File: src/rtl/cim_param_loader.sv
// cim_param_loader: streams words from a valid/ready source into CIM memory.
// Each load writes num_words words to consecutive (wrapping) addresses from
// base_addr, keeps a modulo-2^DATA_W checksum, and pulses done at the end.
module cim_param_loader #(
  parameter int DATA_W = 16,
  parameter int ADDR_W = 9
) (
  input  logic              clk,
  input  logic              rst_n,
  input  logic              start,
  input  logic [ADDR_W-1:0] base_addr,
  input  logic [ADDR_W:0]   num_words,
  input  logic [DATA_W-1:0] in_data,
  input  logic              in_valid,
  output logic              in_ready,
  input  logic              mem_busy,
  output logic              mem_wr_en,
  output logic [ADDR_W-1:0] mem_addr,
  output logic [DATA_W-1:0] mem_wr_data,
  output logic              busy,
  output logic              done,
  output logic [DATA_W-1:0] checksum,
  output logic              start_err
);

  typedef enum logic {S_IDLE, S_LOAD} state_t;

  localparam logic [ADDR_W:0] CNT_ONE = {{ADDR_W{1'b0}}, 1'b1};
  localparam logic [ADDR_W:0] CNT_ZERO = '0;

  state_t            state;
  logic [ADDR_W-1:0] base_q;
  logic [ADDR_W:0]   len_q;
  logic [ADDR_W:0]   cnt_q;
  logic              done_q;
  logic              start_err_q;

  logic              xfer_p0;
  logic              last_p0;
  logic              vld_p1;
  logic [ADDR_W-1:0] addr_p1;
  logic [DATA_W-1:0] data_p1;
  logic [DATA_W-1:0] csum_p1;

  // Checksum accumulation: carry out of the top bit is intentionally discarded.
  function automatic logic [DATA_W-1:0] wrap_add(input logic [DATA_W-1:0] a,
                                                 input logic [DATA_W-1:0] b);
    return a + b;
  endfunction

  // Stage p0: handshake. mem_busy only gates readiness; it never cancels a
  // write that is already registered, since the arbiter gives one cycle slack.
  assign in_ready = (state == S_LOAD) && !mem_busy;
  assign xfer_p0  = in_valid && in_ready;
  assign last_p0  = xfer_p0 && ((cnt_q + CNT_ONE) == len_q);

  // Load sequencing: latch the request, count accepted words, flag misuse.
  always_ff @(posedge clk or negedge rst_n) begin
    if (!rst_n) begin
      state       <= S_IDLE;
      base_q      <= '0;
      len_q       <= '0;
      cnt_q       <= '0;
      done_q      <= 1'b0;
      start_err_q <= 1'b0;
    end else begin
      done_q <= 1'b0;
      case (state)
        S_IDLE: begin
          if (start) begin
            base_q      <= base_addr;
            len_q       <= num_words;
            cnt_q       <= '0;
            start_err_q <= 1'b0;
            if (num_words == CNT_ZERO) begin
              done_q <= 1'b1;
            end else begin
              state <= S_LOAD;
            end
          end
        end
        S_LOAD: begin
          if (start) begin
            start_err_q <= 1'b1;
          end
          if (xfer_p0) begin
            cnt_q <= cnt_q + CNT_ONE;
          end
          if (last_p0) begin
            state  <= S_IDLE;
            done_q <= 1'b1;
          end
        end
        default: state <= S_IDLE;
      endcase
    end
  end

  // Stage p1: registered write to memory plus the running checksum.
  always_ff @(posedge clk or negedge rst_n) begin
    if (!rst_n) begin
      vld_p1  <= 1'b0;
      addr_p1 <= '0;
      data_p1 <= '0;
      csum_p1 <= '0;
    end else begin
      vld_p1 <= xfer_p0;
      if (xfer_p0) begin
        addr_p1 <= base_q + cnt_q[ADDR_W-1:0];
        data_p1 <= in_data;
      end
      if ((state == S_IDLE) && start) begin
        csum_p1 <= '0;
      end else if (xfer_p0) begin
        csum_p1 <= wrap_add(csum_p1, in_data);
      end
    end
  end

  assign mem_wr_en   = vld_p1;
  assign mem_addr    = addr_p1;
  assign mem_wr_data = data_p1;
  assign checksum    = csum_p1;
  assign busy        = (state == S_LOAD);
  assign done        = done_q;
  assign start_err   = start_err_q;

endmodule

File: config.mk
export PLATFORM = sky130hd
export DESIGN_NAME = cim_param_loader
export DESIGN_NICKNAME = d
export VERILOG_FILES = /design/src/rtl/cim_param_loader.sv
export SDC_FILE = /design/constraint.sdc
export NUM_CORES = 1
export LEC_CHECK = 0
export CAP_MARGIN = 40
export CORE_MARGIN = 2
export CORE_UTILIZATION = 40
export CTS_CLUSTER_DIAMETER = 150
export CTS_CLUSTER_SIZE = 14
export DETAILED_ROUTE_END_ITERATION = 8
export PLACE_DENSITY = 0.65
export SYNTH_ARGS = -nofsm -noshare
export SYNTH_HDL_FRONTEND = slang
export SYNTH_SLANG_ARGS = --single-unit
export TNS_END_PERCENT = 5
File: constraint.sdc
create_clock -name clk -period 2.3 [get_ports clk]
set_clock_uncertainty 0.15 [all_clocks]
set_input_delay 0.345 -clock clk [delete_from_list [all_inputs] [get_ports clk]]
set_output_delay 0.345 -clock clk [all_outputs]
set_load 0.1 [all_outputs]
# [Yosys cells after proc, flatten, opt, wreduce, memory -nomap -nowiden]
# Index checks and enable logic that the tools add are counted.
[word_totals] reg_bits=74 input_bits=40 output_inout_bits=46 wordCells=44
[op_classes] n_addsub=3 n_eq_ne=4 mux=16 n_bitwise=1 reduce_logical=10
[op_table] op="$mux 16" count=2
[op_table] op="$mux 10" count=2
[op_table] op="$pmux 10 s2" count=1
[op_table] op="$add 16x16->16" count=1
[op_table] op="$add 10x1->10 const B" count=1
[op_table] op="$eq 10x10->1" count=1
[op_table] op="$logic_not 10->1" count=1
[op_table] op="$add 9x9->9" count=1
[op_table] op="$mux 1" count=8
[op_table] op="$pmux 1 s2" count=3
[op_table] op="$reduce_and 2->1" count=3
[op_table] op="$logic_and 1x1->1" count=4
[op_table] op="$ne 2x2->1 const B" count=2
[op_table] op="$ne 2x1->1 const B" count=1
[op_table] op="$reduce_bool 2->1" count=1
[op_table] op="$logic_not 1->1" count=1
[op_table] op="$not 1->1" count=1

# [Logic depth before layout (Yosys ltp)]
[logic_depth] word_depth=6 depth_mapped=9 depth_no_buf=9

# [Worst setup path after synthesis]
# No wires, ideal clock.
[synth_timing] path_type="reg2reg" start="register state (netlist: busy)" end="register done_q (netlist: done)" setup_ns=0.083 arrival_ns=2.989 required_time_ns=2.067 path_slack_ns=-0.922 path_stages_with_launch=7 n_path_buf=0 synth_period_minus_slack_ns=3.222 cell_sequence="dfrtp_1 > and2b_1 > nand2_1 > nor4_1 > nand4_1 > or3_1 > o22ai_1"
[synth_via] elab_chain_cells=5 elab_cells_between_ends=6 classes_between="2 x mux; 1 x bitwise; 3 x reduce/logical"
[synth_rtl] element="from (decl)" line_no="31" source="state_t state;"
[synth_rtl] element="from (signal assigned)" line_no="60" source="state <= S_IDLE;"
[synth_rtl] element="from (signal assigned)" line_no="78" source="state <= S_LOAD;"
[synth_rtl] element="from (signal assigned)" line_no="90" source="state <= S_IDLE;"
[synth_rtl] element="$logic_and 1x1->1" line_no="53" source="assign in_ready = (state == S_LOAD) && !mem_busy;"
[synth_rtl] element="named net in_ready" line_no="15" source="output logic in_ready,"
[synth_rtl] element="$logic_and 1x1->1" line_no="54" source="assign xfer_p0 = in_valid && in_ready;"
[synth_rtl] element="$logic_and 1x1->1" line_no="55" source="assign last_p0 = xfer_p0 && ((cnt_q + CNT_ONE) == len_q);"
[synth_rtl] element="$mux 1" line_no="89" source="if (last_p0) begin"
[synth_rtl] element="$pmux 1 s2" line_no="68" source="case (state)"
[synth_rtl] element="to (signal assigned)" line_no="67" source="done_q <= 1'b0;"
[synth_rtl] element="to (signal assigned)" line_no="76" source="done_q <= 1'b1;"
[synth_rtl] element="to (signal assigned)" line_no="91" source="done_q <= 1'b1;"
[synth_rtl] element="to (decl)" line_no="35" source="logic done_q;"
# The timed path passes the listed nets, and every way through them passes these cells.
# A chain may end at the register's enable or synchronous reset.

# [Final worst setup path]
[layout_timing] start="register csum_p1[0] (netlist: checksum[0])" end="register csum_p1[14] (netlist: checksum[14])"
[layout_via] elab_chain_cells=3
[layout_rtl] element="from (decl)" line_no="43" source="logic [DATA_W-1:0] csum_p1;"
[layout_rtl] element="from (signal assigned)" line_no="115" source="csum_p1 <= wrap_add(csum_p1, in_data);"
[layout_rtl] element="$add 16x16->16" line_no="48" source="return a + b;"
[layout_rtl] element="$mux 16" line_no="114" source="end else if (xfer_p0) begin"
[layout_rtl] element="$mux 16" line_no="112" source="if ((state == S_IDLE) && start) begin"
# No other way between the ends. The select of a mux whose other input is x is not followed.

==> impl_metrics.tcl <==
set metrics [dict create \
    synth-seq-cells 74 \
    worstPathMaxFanout 2 \
    synth_xor_area_frac 0.0666 \
    antenna_cells 0 \
    synth.cell_area_sq_mm 0.00419 \
    initial_utilization 0.410 \
    synthArstFlopShare 1.00 \
    clk_latency_ns 0.35 \
    routedWlPerCell_um 14.8 \
    setup_violations 1 \
    synth_cells 445 \
    dr.pass1.iters 4 \
    p_leak_nw 2.68 \
    vias 3692 \
    final_area_sq_mm 0.00576 \
    r2r_slack_ns -0.08 \
    power_density_mw_per_mm2 1330 \
    rows 37 \
    drtAntennaViolNets 0 \
    ios 86 \
    placed_area_sq_mm 0.00545 \
    finalWeightedCongestion 0.845 \
    die_h_um 106 \
    total_power_mw 7.67 \
    antenna_found_initial 0 \
    cap_violations 0 \
    synth_common_cells "85 x nand2_1, 74 x dfrtp_1, 38 x o21ai_0, 24 x ha_1, 24 x nand3_1" \
    pre_cts_ws_ns -0.657 \
    cts_sinks 74 \
    synth_cell_types 51 \
    synth_compound_area_frac 0.144 \
    via_per_inst 5.16 \
    drive_gt1_frac 0.294 \
    port_buffers 85 \
    ir_drop_v 0.000667 \
    hold_class "primary input to register" \
    max_stage_delay_ns 0.49 \
    cts_root_buf "clkbuf_8" \
    cp_slowest_cell "dfrtp_4" \
    die_x_um 106 \
    ctsLongestPathBuffers 2 \
    synth_mux_area_frac 0.0609 \
    die_area_sq_mm 0.0113 \
    fin_nets 640 \
    hpwl_mm 7.73 \
    cp.arrival_ns 2.46 \
    yosys.area_share.simple 0.176 \
    synth_top_area_share 0.442 \
    yosysSeqAreaShare 0.442 \
    crit_path_end_kind "register" \
    final_core_utilization 0.563 \
    crit_required_ns 2.38 \
    wl_mm 10.6 \
    maxSlewHeadroom 0.639 \
    areaGrowthSynthToFinish_pct 37.4 \
    period_share 1.03 \
    rsz0062_at_grt "true" \
    numCtsBuffers 9 \
    finalWorstSetupSlack_ns -0.0790 \
    synth.most_common_cell "nand2_1" \
    drv_slew 0 \
    overflow 0 \
    final_hold_viol_count 0 \
    coreArea_sq_mm 0.0102 \
    synth_flop_cell "dfrtp_1" \
    cts_tree "built" \
    finalNonFillerCells 715 \
    drtIter0Drc 158 \
    synthAdderAreaFrac 0.0812 \
    startpoint_type "register" \
    grt_max_degree 40 \
    clk_pin_slew_worst_paths_ns 0.07 \
    period_minus_slack_ns 2.38 \
    fmax_mhz 420 \
    tightest_slew_ns 0.542 \
    synth_fp_nets 511 \
    htree_levels 3 \
    grt_use_total 0.195 \
    synth_top_cells_by_area "dfrtp_1 44%, nand2_1 7.6%, ha_1 7.2%, mux2_2 5.4%, xnor2_1 4.6%" \
    synth_edf_count 0 \
    grt_pass1_vias 3645 \
    grt_pass1_wl_mm 17.4 \
    yosys.area.top_type "dfrtp_1" \
    crit_type "register to register" \
    final.fill_count 933 \
    placed_cells 695 \
    violations "setup timing" \
    synth_top_family_by_area "simple AND/OR/NAND/NOR gates" \
    status "finished with violations" \
    drc 0 \
    synth.avg_cell_area_sq_um 9.42 \
    path_cells "ha_4, inv_2, fa_2, nor2b_4, o31a_1, o2111ai_2, a31oi_2, and4_1, or3_1" \
    yosysWarnings 0 \
]
-- report_power, final --
part | internal (mW) | total [mW] | switching [mW]
sequential | 1.71 | 2.02 | 0.313
combinational | 1.56 | 4.55 | 3.00
clock | 0.612 | 1.09 | 0.477
total | 3.88 | 7.67 | 3.79
-- sequential cells by signal (all words and copies together) (netlist names), 9 cells and up --
name / cells
checksum: 16
mem_wr_data: 16
cnt_q: 10
len_q: 10
base_q: 9
mem_addr: 9
-- path summary, 6_finish.rpt --
path / from / to / cells after the start
worst max-delay path: checksum[0] / checksum[14] / 9
worst min-delay path: in_data[0] / mem_wr_data[0] / 3
worst max register to register: checksum[0] / checksum[14] / 9
worst min register to register: mem_wr_data[10] / mem_wr_data[10] / 2
max in group asynchronous: rst_n / len_q[9] / 3
min in group asynchronous: rst_n / mem_wr_data[0] / 2
-- cells by family (layout without fill, tap and decap cells) --
family	count (synthesis)	count (layout)
xor gates and xnor gates	31	31
AOI/OAI and AO/OA	98	98
DFF	74	74
adders and majority gates	26	26
and+or+nand+nor	161	161
buffers and inverters	32	166
muxes	23	23
-- layout make-up --
class,count,area (sq um),area share
Clock buffer,13,139,0.0241
Clock inverter,3,65.1,0.0113
Inverter,13,48.8,0.00847
Multi-Input combinational cell,339,2310,0.401
Sequential cell,74,1880,0.326
Tap cell,136,170,0.0295
Timing Repair Buffer,137,1150,0.199
-- stage by stage --
step,hold WS [ns],TNS [ns]
after CTS,0.266,-0.111
after global routing,0.272,-0.612
after global placement,0.217,-3.05
final,0.272,-0.0790
after floorplan,-0.101,-0.640
after detailed placement,0.218,-3.47
-- worst max-delay path: cells and delay by family, from the launching register on --
family | cells | cell delay, ns
buffers and inverters | 1 | 0.05
adders and majority gates | 2 | 0.39
and+or+nand+nor | 3 | 0.51
AOI/OAI and AO/OA | 3 | 0.69
DFF | 1 | 0.49
-- layout by cell type, fill, tap and decap left out, types with 5 or more instances in the layout --
master / instances
nor2_1: 16
buf_4: 96
nand2_1: 84
o21ai_0: 34
nand3_1: 23
a21o_1: 5
a21oi_1: 18
dfrtp_1: 60
mux2_2: 20
o22ai_1: 5
ha_1: 23
nor3_1: 5
inv_1: 11
dfrtp_2: 10
xor2_1: 8
clkdlybuf4s50_1: 36
xnor2_1: 22
clkbuf_8: 9
-- per-layer routing --
metal	vias to the layer above	track usage	routed length, um
met4	0	0.0564	145
met1	1777	0.258	4940
met2	89	0.320	4980
met5	-	0	0
li1	1812	-	-
met3	14	0.0441	528
-- repair_timing --
| action | in CTS | in global routing |
|---|---|---|
| resized for setup | 8 | 14 |
| setup buffers | 3 | 0 |
| pin swaps | 7 | 3 |
| cloned | 0 | 0 |
| endpoints found under the setup margin | 7 | 11 |
| hold buffers | 1 | 0 |
| endpoints found under the hold margin | 38 | 0 |
Note: power is estimated with default switching activity, not from simulation.
